===== config.mk =====
export PLATFORM = sky130hd
export DESIGN_NAME = axilite_slave_regfile
export DESIGN_NICKNAME = d
export VERILOG_FILES = /design/src/rtl/axilite_pkg.sv /design/src/rtl/axilite_hold_reg.sv /design/src/rtl/axilite_slave_regfile.sv
export SDC_FILE = /design/constraint.sdc
export NUM_CORES = 1
export LEC_CHECK = 0
export CAP_MARGIN = 10
export CORE_AREA = 2 2 462 464
export CTS_BUF_LIST = sky130_fd_sc_hd__clkbuf_4 sky130_fd_sc_hd__clkbuf_8
export CTS_CLUSTER_SIZE = 25
export DETAILED_ROUTE_END_ITERATION = 12
export DIE_AREA = 0 0 464 466
export MAX_ROUTING_LAYER = met4
export SKIP_CTS_REPAIR_TIMING = 1
export SYNTH_ARGS = -nofsm -noshare
export SYNTH_HDL_FRONTEND = slang
export SYNTH_HIERARCHICAL = 1
export SYNTH_SLANG_ARGS = --single-unit

===== constraint.sdc =====
create_clock -name s_axi_aclk -period 2.1 [get_ports s_axi_aclk]
set_input_delay 0.42 -clock s_axi_aclk [delete_from_list [all_inputs] [get_ports s_axi_aclk]]
set_output_delay 0.42 -clock s_axi_aclk [all_outputs]
set_load 0.03 [all_outputs]

===== src/rtl/axilite_pkg.sv =====
// Shared AXI4-lite constants, response type and the byte-lane merge helper.
package axilite_pkg;

  localparam int AXIL_DATA_W = 32;
  localparam int AXIL_STRB_W = 4;

  typedef logic [1:0] axil_resp_t;

  localparam axil_resp_t RESP_OKAY   = 2'b00;
  localparam axil_resp_t RESP_SLVERR = 2'b10;

  // Replace each byte lane of old_v whose strobe bit is set with the lane from new_v.
  function automatic logic [AXIL_DATA_W-1:0] byte_merge(
    input logic [AXIL_DATA_W-1:0] old_v,
    input logic [AXIL_DATA_W-1:0] new_v,
    input logic [AXIL_STRB_W-1:0] strb
  );
    logic [AXIL_DATA_W-1:0] res_v;
    res_v = old_v;
    for (int k = 0; k < AXIL_STRB_W; k++) begin
      if (strb[k]) begin
        res_v[k*8 +: 8] = new_v[k*8 +: 8];
      end else begin
        res_v[k*8 +: 8] = old_v[k*8 +: 8];
      end
    end
    return res_v;
  endfunction

endpackage


===== src/rtl/axilite_hold_reg.sv =====
// Single-entry holding buffer: captures a payload on load, reports full until cleared.
module axilite_hold_reg
  import axilite_pkg::*;
#(
  parameter int WIDTH = 8
) (
  input  logic             clk,
  input  logic             rst_n,
  input  logic             load,
  input  logic             clear,
  input  logic [WIDTH-1:0] d,
  output logic [WIDTH-1:0] q,
  output logic             full
);

  logic [WIDTH-1:0] data_r;
  logic             full_r;

  // Capture payload on load; clear takes priority so a consumed entry is freed.
  always_ff @(posedge clk or negedge rst_n) begin
    if (!rst_n) begin
      data_r <= {WIDTH{1'b0}};
      full_r <= 1'b0;
    end else if (clear) begin
      full_r <= 1'b0;
    end else if (load) begin
      data_r <= d;
      full_r <= 1'b1;
    end
  end

  assign q    = data_r;
  assign full = full_r;

endmodule


===== src/rtl/axilite_slave_regfile.sv =====
// AXI4-lite register bank: NUM_REGS 32-bit RW/RO registers with OKAY/SLVERR responses.
module axilite_slave_regfile
  import axilite_pkg::*;
#(
  parameter int          NUM_REGS    = 16,
  parameter int          ADDR_WIDTH  = 32,
  parameter logic [31:0] RESET_VALUE = 32'h0000_0000,
  parameter logic [63:0] RO_MASK     = 64'h0
) (
  input  logic                     s_axi_aclk,
  input  logic                     s_axi_aresetn,
  input  logic [ADDR_WIDTH-1:0]    s_axi_awaddr,
  input  logic [2:0]               s_axi_awprot,
  input  logic                     s_axi_awvalid,
  output logic                     s_axi_awready,
  input  logic [31:0]              s_axi_wdata,
  input  logic [3:0]               s_axi_wstrb,
  input  logic                     s_axi_wvalid,
  output logic                     s_axi_wready,
  output logic [1:0]               s_axi_bresp,
  output logic                     s_axi_bvalid,
  input  logic                     s_axi_bready,
  input  logic [ADDR_WIDTH-1:0]    s_axi_araddr,
  input  logic [2:0]               s_axi_arprot,
  input  logic                     s_axi_arvalid,
  output logic                     s_axi_arready,
  output logic [31:0]              s_axi_rdata,
  output logic [1:0]               s_axi_rresp,
  output logic                     s_axi_rvalid,
  input  logic                     s_axi_rready,
  output logic [NUM_REGS*32-1:0]   reg_q,
  output logic [NUM_REGS-1:0]      reg_wr_pulse,
  input  logic [NUM_REGS*32-1:0]   ro_data
);

  localparam int                    IDX_W      = (NUM_REGS > 1) ? $clog2(NUM_REGS) : 1;
  localparam logic [ADDR_WIDTH-1:0] ADDR_LIMIT = ADDR_WIDTH'(NUM_REGS * 4);
  localparam logic [NUM_REGS-1:0]   RO_BITS    = RO_MASK[NUM_REGS-1:0];

  logic                  rst_done_r;
  logic                  aw_full_s;
  logic                  w_full_s;
  logic                  aw_load_s;
  logic                  w_load_s;
  logic                  commit_s;
  logic                  ar_hs_s;
  logic [ADDR_WIDTH-1:0] aw_addr_s;
  logic [35:0]           w_hold_s;
  logic [IDX_W-1:0]      aw_idx_s;
  logic [IDX_W-1:0]      ar_idx_s;
  logic                  aw_oor_s;
  logic                  ar_oor_s;
  logic                  w_ro_s;
  logic                  w_err_s;
  logic [31:0]           rd_word_s;
  logic [31:0]           regs_r [NUM_REGS];
  logic [31:0]           word_s [NUM_REGS];
  logic                  bvalid_r;
  axil_resp_t            bresp_r;
  logic                  rvalid_r;
  axil_resp_t            rresp_r;
  logic [31:0]           rdata_r;
  logic [NUM_REGS-1:0]   wr_pulse_r;
  logic                  unused_prot_s;

  // Protection bits carry no meaning for this register bank.
  assign unused_prot_s = ^{s_axi_awprot, s_axi_arprot};

  // Ready outputs stay low until the first clock edge after reset release.
  always_ff @(posedge s_axi_aclk or negedge s_axi_aresetn) begin
    if (!s_axi_aresetn) begin
      rst_done_r <= 1'b0;
    end else begin
      rst_done_r <= 1'b1;
    end
  end

  assign s_axi_awready = rst_done_r & ~aw_full_s;
  assign s_axi_wready  = rst_done_r & ~w_full_s;
  assign s_axi_arready = rst_done_r & (~rvalid_r | s_axi_rready);

  assign aw_load_s = s_axi_awvalid & s_axi_awready;
  assign w_load_s  = s_axi_wvalid & s_axi_wready;
  assign commit_s  = aw_full_s & w_full_s & (~bvalid_r | s_axi_bready);
  assign ar_hs_s   = s_axi_arvalid & s_axi_arready;

  axilite_hold_reg #(.WIDTH(ADDR_WIDTH)) u_aw_hold (
    .clk   (s_axi_aclk),
    .rst_n (s_axi_aresetn),
    .load  (aw_load_s),
    .clear (commit_s),
    .d     (s_axi_awaddr),
    .q     (aw_addr_s),
    .full  (aw_full_s)
  );

  axilite_hold_reg #(.WIDTH(36)) u_w_hold (
    .clk   (s_axi_aclk),
    .rst_n (s_axi_aresetn),
    .load  (w_load_s),
    .clear (commit_s),
    .d     ({s_axi_wstrb, s_axi_wdata}),
    .q     (w_hold_s),
    .full  (w_full_s)
  );

  assign aw_idx_s = aw_addr_s[2 +: IDX_W];
  assign ar_idx_s = s_axi_araddr[2 +: IDX_W];
  assign aw_oor_s = (aw_addr_s >= ADDR_LIMIT);
  assign ar_oor_s = (s_axi_araddr >= ADDR_LIMIT);

  // Visible word per index: RO slots mirror ro_data, RW slots show storage.
  for (genvar g = 0; g < NUM_REGS; g++) begin : g_word
    assign word_s[g]             = RO_BITS[g] ? ro_data[g*32 +: 32] : regs_r[g];
    assign reg_q[g*32 +: 32]     = word_s[g];
  end

  // Decode read-only status of the write target and the read word.
  always_comb begin
    w_ro_s    = 1'b0;
    rd_word_s = 32'h0000_0000;
    for (int i = 0; i < NUM_REGS; i++) begin
      w_ro_s    = (aw_idx_s == IDX_W'(i)) ? RO_BITS[i] : w_ro_s;
      rd_word_s = (ar_idx_s == IDX_W'(i)) ? word_s[i]  : rd_word_s;
    end
  end

  assign w_err_s = aw_oor_s | w_ro_s;

  // Register storage: merge strobed bytes into the target on a clean commit.
  always_ff @(posedge s_axi_aclk or negedge s_axi_aresetn) begin
    if (!s_axi_aresetn) begin
      for (int i = 0; i < NUM_REGS; i++) begin
        regs_r[i] <= RESET_VALUE;
      end
    end else begin
      for (int i = 0; i < NUM_REGS; i++) begin
        if (commit_s && !w_err_s && (aw_idx_s == IDX_W'(i))) begin
          regs_r[i] <= byte_merge(regs_r[i], w_hold_s[31:0], w_hold_s[35:32]);
        end
      end
    end
  end

  // Write response and per-register write pulse, issued on the commit edge.
  always_ff @(posedge s_axi_aclk or negedge s_axi_aresetn) begin
    if (!s_axi_aresetn) begin
      bvalid_r   <= 1'b0;
      bresp_r    <= RESP_OKAY;
      wr_pulse_r <= {NUM_REGS{1'b0}};
    end else begin
      for (int i = 0; i < NUM_REGS; i++) begin
        wr_pulse_r[i] <= commit_s & ~w_err_s & (aw_idx_s == IDX_W'(i));
      end
      if (commit_s) begin
        bvalid_r <= 1'b1;
        bresp_r  <= w_err_s ? RESP_SLVERR : RESP_OKAY;
      end else if (s_axi_bready) begin
        bvalid_r <= 1'b0;
      end
    end
  end

  // Read data channel: capture word and response on each AR handshake.
  always_ff @(posedge s_axi_aclk or negedge s_axi_aresetn) begin
    if (!s_axi_aresetn) begin
      rvalid_r <= 1'b0;
      rresp_r  <= RESP_OKAY;
      rdata_r  <= 32'h0000_0000;
    end else if (ar_hs_s) begin
      rvalid_r <= 1'b1;
      rresp_r  <= ar_oor_s ? RESP_SLVERR : RESP_OKAY;
      rdata_r  <= ar_oor_s ? 32'h0000_0000 : rd_word_s;
    end else if (s_axi_rready) begin
      rvalid_r <= 1'b0;
    end
  end

  assign s_axi_bvalid = bvalid_r;
  assign s_axi_bresp  = bresp_r;
  assign s_axi_rvalid = rvalid_r;
  assign s_axi_rresp  = rresp_r;
  assign s_axi_rdata  = rdata_r;
  assign reg_wr_pulse = wr_pulse_r;

endmodule

==> results.cfg, run 1 <==
[outcome]
outcome = finished, violations left
failed_checks = setup timing

[cts]
cts_tree = built
clk_latency_ns = 0.90
cts_root_buf = clkbuf_8
clk_pin_slew_ns = 0.06
clock_sinks = 633
cts_buffers = 118
cts_buffer_depth = 3
htreeDepth = 3

[cells_and_area]
layout_common_cells = dfrtp_1 (609), buf_4 (425), mux2_2 (333)
finish.utilization_pct = 21.6
nets = 3953
layout-drive-gt1-share_pct = 52.4
fin_area_sq_um = 45600
final_common_cell = dfrtp_1
area_delta_synth_final_pct = 53.6
nFillCells = 22700

[power]
ir_drop_mv = 0.580
pwr_density_cell_nw_per_um2 = 765
p_leak_nw = 23.5

[global_routing]
grt_pass1_vias = 25700
grt_max_degree = 77
grt_pass1_wl_um = 263000
grt_overflow = 0
grtUsageTotal_pct = 18.8
grt_antenna_before_repair = 26

[floorplanning]
dieArea_sq_um = 216000
chipHeight_um = 466
ios = 1194
core_sq_um = 211000
initial_utilization_pct = 14.0
num_rows = 169
fp.dieW_um = 464

[sta]
relSlewSlack_pct = 35.9
final_hold_viol_count = 0
finalSetupViolations = 534
slew_violations = 0
worst_slew_pin_slew_ns = 0.961
max_freq_mhz = 376
rsz0062_at_grt = true
post-route-min-period_ns = 2.66
finClkSkew_ns = 0.0540
fin_ws_ns = -0.558
fin_crit_sh_pct = 127

[routing]
met1_length_um = 76600
vias_per_cell = 4.13
vias = 25900
route.met2.wl_um = 93900
drtIter0Drc = 2354
routed.top_layer = met4
final_antenna_net_count = 0
wl_um = 206000
wire_per_inst_um = 32.8
drt_pass1_iterations = 8
drc = 0
dr_wl_met3_um = 21300

[setup_path]
path_class = reg -> reg
start_kind = flip-flop
worst_r2r_endpoint = reg_q[441]
reg2regPathDepth = 8
crit_family = simple AND/OR/NAND/NOR gates
cp.depth = 8
cp_num_buf_inv = 3
critPathRequiredTime_ns = 2.86
max_stage_delay_ns = 0.59
worstSetupEndpointType = flip-flop
crit_path_end = reg_q[441]
r2r_slack_ns = -0.56
critPathLaunch = u_aw_hold/q[11]
crit_slowest_cell = or4_4
cp.arrival_ns = 3.41
r2r_start = u_aw_hold/q[11]
cp_common_cell = buf_12
path_cells = nor4_2, nand2_1, buf_12, or4_4, buf_12, buf_4, nor2_8, mux2_4
path_max_fanout = 8

[place]
dp_hpwl_um = 166000
gp_congestion = 0.926
dpl_worst_slack_ns = -1.08
port_buffers = 669
dpl_cell_area_sq_um = 43200

[synthesis]
yosys_warnings = 6
syn_area_per_cell_sq_um = 13.0
syn_area_sq_um = 29700
synthCells = 2276

[run]
cap_violations = 0

[min_path]
holdCritPathClass = in -> async
## state kept, by name (all words and copies together) (netlist names)
| name | count |
|---|---|
| u_aw_hold/full | 1 |
| s_axi_rvalid | 1 |
| rst_done_r | 1 |
| s_axi_rdata | 32 |
| s_axi_bresp | 1 |
| s_axi_rresp | 1 |
| u_aw_hold/q | 30 |
| reg_wr_pulse | 16 |
| u_w_hold/q | 36 |
| u_w_hold/full | 1 |
| s_axi_bvalid | 1 |
| reg_q | 512 |
## routing by layer
layer	up-vias	GRT usage (%)
met4	0	10.8
met1	13500	20.4
li1	10600	-
met5	-	-
met3	320	7.37
met2	1402	29.1
## layout make-up
class	count	area (sq um)	share of cell area (%)
inverter	11	41.3	0.0906
timing repair buffer	1093	9620	21.1
tap	2821	3530	7.75
antenna	20	50.0	0.110
clock buffer	179	2280	4.99
clock inverter	34	419	0.920
multi-input combinational	1471	13800	30.2
sequential	633	15900	34.8
## worst min-delay path by stage
stage                            endpoint  slack (ns)  cells past startpoint           from
after floorplan                  reg_q[0]        0.12                      0  s_axi_aresetn
after global placement         reg_q[280]        0.34                      1  s_axi_aresetn
after detailed placement       reg_q[280]        0.34                      1  s_axi_aresetn
after CTS                 s_axi_rdata[30]       -0.65                      1  s_axi_aresetn
after global routing           reg_q[280]       0.005                      2  s_axi_aresetn
final                          reg_q[280]        0.02                      2  s_axi_aresetn
## through the flow
stage,total power [mW],std cells,setup TNS [ns],hold WS (ns)
after floorplan,17.0,2277,-45.64,0.124
after global placement,20.9,6004,-448.86,0.343
after detailed placement,20.9,6004,-432.12,0.343
after CTS,35.0,6217,-465.52,-0.650
after global routing,36.1,6258,-260.95,0.00501
final,34.9,6262,-202.20,0.0152
## report_power, final
part | internal (mW) | switching, mW | total (mW)
Combinational | 2.70 | 2.83 | 5.53
Sequential | 12.8 | 2.60 | 15.4
Clock | 7.82 | 6.09 | 13.9
## worst register-to-register path, cell delays in order, from the launching register on
cell	delay, ns
dfrtp_1	0.40
nor4_2	0.28
nand2_1	0.13
buf_12	0.16
or4_4	0.60
buf_12	0.21
buf_4	0.20
nor2_8	0.24
mux2_4	0.33
Power figures use the tool's default switching activity.
==> run 2, diff against run 1 <==
--- a/config.mk
+++ b/config.mk
@@ -12,6 +12,7 @@
 export DETAILED_ROUTE_END_ITERATION = 12
 export DIE_AREA = 0 0 464 466
 export MAX_ROUTING_LAYER = met4
+export PLACE_DENSITY = 0.32
 export SKIP_CTS_REPAIR_TIMING = 1
 export SYNTH_ARGS = -nofsm -noshare
 export SYNTH_HDL_FRONTEND = slang
==> run 2 against run 1 <==
Effect of this change:
- the flow still finishes with violations (setup timing)
- clock power increased by 8%
- sequential share of layout area fell by 1.4 points
- via count shrank 2.7%
- die area is the same
- sequential power is essentially flat
- total power grew 3.5%
- non-clock buffer count shrank 7
- flip-flop and latch count stayed put
- highest routed layer unchanged
==> results.cfg, run 2 (same netlist as run 1, synthesis figures left out) <==
[min_path]
holdCritPathClass = in -> async

[cts]
cts_tree = built
clock_sinks = 633
cts_buffer_depth = 3
cts_root_buf = clkbuf_8
clk_latency_ns = 0.91
cts_buffers = 140
clk_pin_slew_ns = 0.06
htreeDepth = 4

[setup_path]
crit_path_end = reg_q[469]
r2r_start = u_aw_hold/q[19]
reg2regPathDepth = 10
critPathLaunch = u_aw_hold/q[19]
path_class = reg -> reg
cp_num_buf_inv = 5
path_max_fanout = 16
start_kind = flip-flop
worst_r2r_endpoint = reg_q[469]
cp.arrival_ns = 3.57
path_cells = nor4_2, buf_4, nand4_1, buf_6, buf_6, or4_4, buf_12, nor3_4, buf_12, mux2_2
critPathRequiredTime_ns = 2.85
r2r_slack_ns = -0.73
crit_slowest_cell = or4_4
max_stage_delay_ns = 0.42
worstSetupEndpointType = flip-flop
cp.depth = 10
crit_family = simple AND/OR/NAND/NOR gates

[global_routing]
grtUsageTotal_pct = 18.9
grt_max_degree = 91
grt_overflow = 0
grt_pass1_vias = 26100
grt_pass1_wl_um = 266000
grt_antenna_before_repair = 22

[sta]
finClkSkew_ns = 0.0495
final_hold_viol_count = 0
rsz0062_at_grt = true
slew_violations = 0
max_freq_mhz = 354
worst_slew_pin_slew_ns = 0.911
fin_crit_sh_pct = 135
relSlewSlack_pct = 39.2
post-route-min-period_ns = 2.83
finalSetupViolations = 1033
fin_ws_ns = -0.725

[power]
p_leak_nw = 21.3
pwr_density_cell_nw_per_um2 = 762
pwr-share-comb_pct = 15.6
fin_total_pwr_mw = 36.1
seqPwrFrac_pct = 42.8
clockPowerShare_pct = 41.6
switching_share_pct = 33.2
p_int_mw = 24.1
power.switching_mw = 12.0
ir_drop_mv = 0.651

[cells_and_area]
area_delta_synth_final_pct = 59.6
layout-drive-gt1-share_pct = 40.4
final_common_cell = dfrtp_1
final_cells = 6271
layout_common_cells = dfrtp_1 (632), clkdlybuf4s50_1 (604), mux2_2 (386)
fin_area_sq_um = 47400
nets = 3968
largest_register_ffs = 512

[routing]
drt_pass1_iterations = 7
final_antenna_net_count = 0
wire_per_inst_um = 32.7
drc = 0
vias_per_cell = 4.01
wl_um = 205000
drtIter0Drc = 1675
vias = 25200

[outcome]
failed_checks = setup timing
outcome = finished, violations left

[place]
port_buffers = 669
gp_congestion = 0.823
dp_hpwl_um = 160000
dpl_cell_area_sq_um = 43700
dp.cells = 6006

[floorplanning]
chipHeight_um = 466
ios = 1194
fp.dieW_um = 464
initial_utilization_pct = 14.0
dieArea_sq_um = 216000
num_rows = 169
core_sq_um = 211000

[run]
cap_violations = 0
[run 2: cell count changes in the layout (fill, tap and decap cells not counted), moves of 11 or more]
cell             delta
buf_2              -19
diode_2            -11
dlymetal6s2s_1    -101
clkbuf_2          -294
mux2_2             +53
mux2_4             -55
dfrtp_2            -23
dfrtp_1            +23
clkbuf_8           +27
buf_12             +27
clkdlybuf4s50_1   +501
buf_4              -91
clkbuf_4           -11
[run 2: stage by stage]
stage	setup slack, ns	setup TNS (ns)	hold WS [ns]	util (%)
after global routing	-0.903	-595.66	0.0217	22.4
after global placement	-1.12	-471.16	0.352	20.7
after CTS	-0.843	-516.13	-0.647	22.1
final	-0.725	-445.30	0.0494	22.4
after floorplan	-0.196	-45.64	0.124	-
after detailed placement	-1.12	-461.72	0.344	20.7
[run 2: worst reg2reg max path, delay by kind of cell, from the launching register on]
| kind | cells | cell delay, ns |
|---|---|---|
| multiplexers | 1 | 0.33 |
| AND/OR/NAND/NOR | 4 | 1.13 |
| flip-flops | 1 | 0.39 |
| buffers and inverters | 5 | 0.82 |
[run 2: area by class of cell]
cell class | instances | area [sq um]
well taps | 2821 | 3530
multi-input cells | 1471 | 13600
clock buffers | 218 | 2740
clock inverters | 22 | 213
fillers | 22700 | 164000
repair buffers | 1086 | 11400
flip-flops and latches | 633 | 15800
inverters | 11 | 41.3
diodes | 9 | 22.5
[run 2: how the worst min path moves through the flow]
stage                  to  slack, ns
6_report       reg_q[306]       0.05
3_3_place_gp   reg_q[471]       0.35
2_1_floorplan    reg_q[0]       0.12
5_1_grt        reg_q[437]       0.02
3_5_place_dp   reg_q[471]       0.34
4_1_cts        reg_q[306]      -0.65
[run 2: power by group through the flow]
stage,registers [mW],logic [mW],clock network [mW]
floorplan,13.7,3.29,0
global placement,15.7,5.68,0
detailed placement,15.7,5.69,0
CTS,15.5,5.70,15.6
global route,15.7,6.02,16.1
finish,15.4,5.63,15.0
[run 2: routing by layer]
layer  global-route usage (%)  vias up  wire (um)
li1                         -    10600          -
met3                     5.18      250      13900
met1                     23.4    13300      88600
met5                        -        -          0
met4                     6.12        0       6830
met2                     29.6     1007      95400
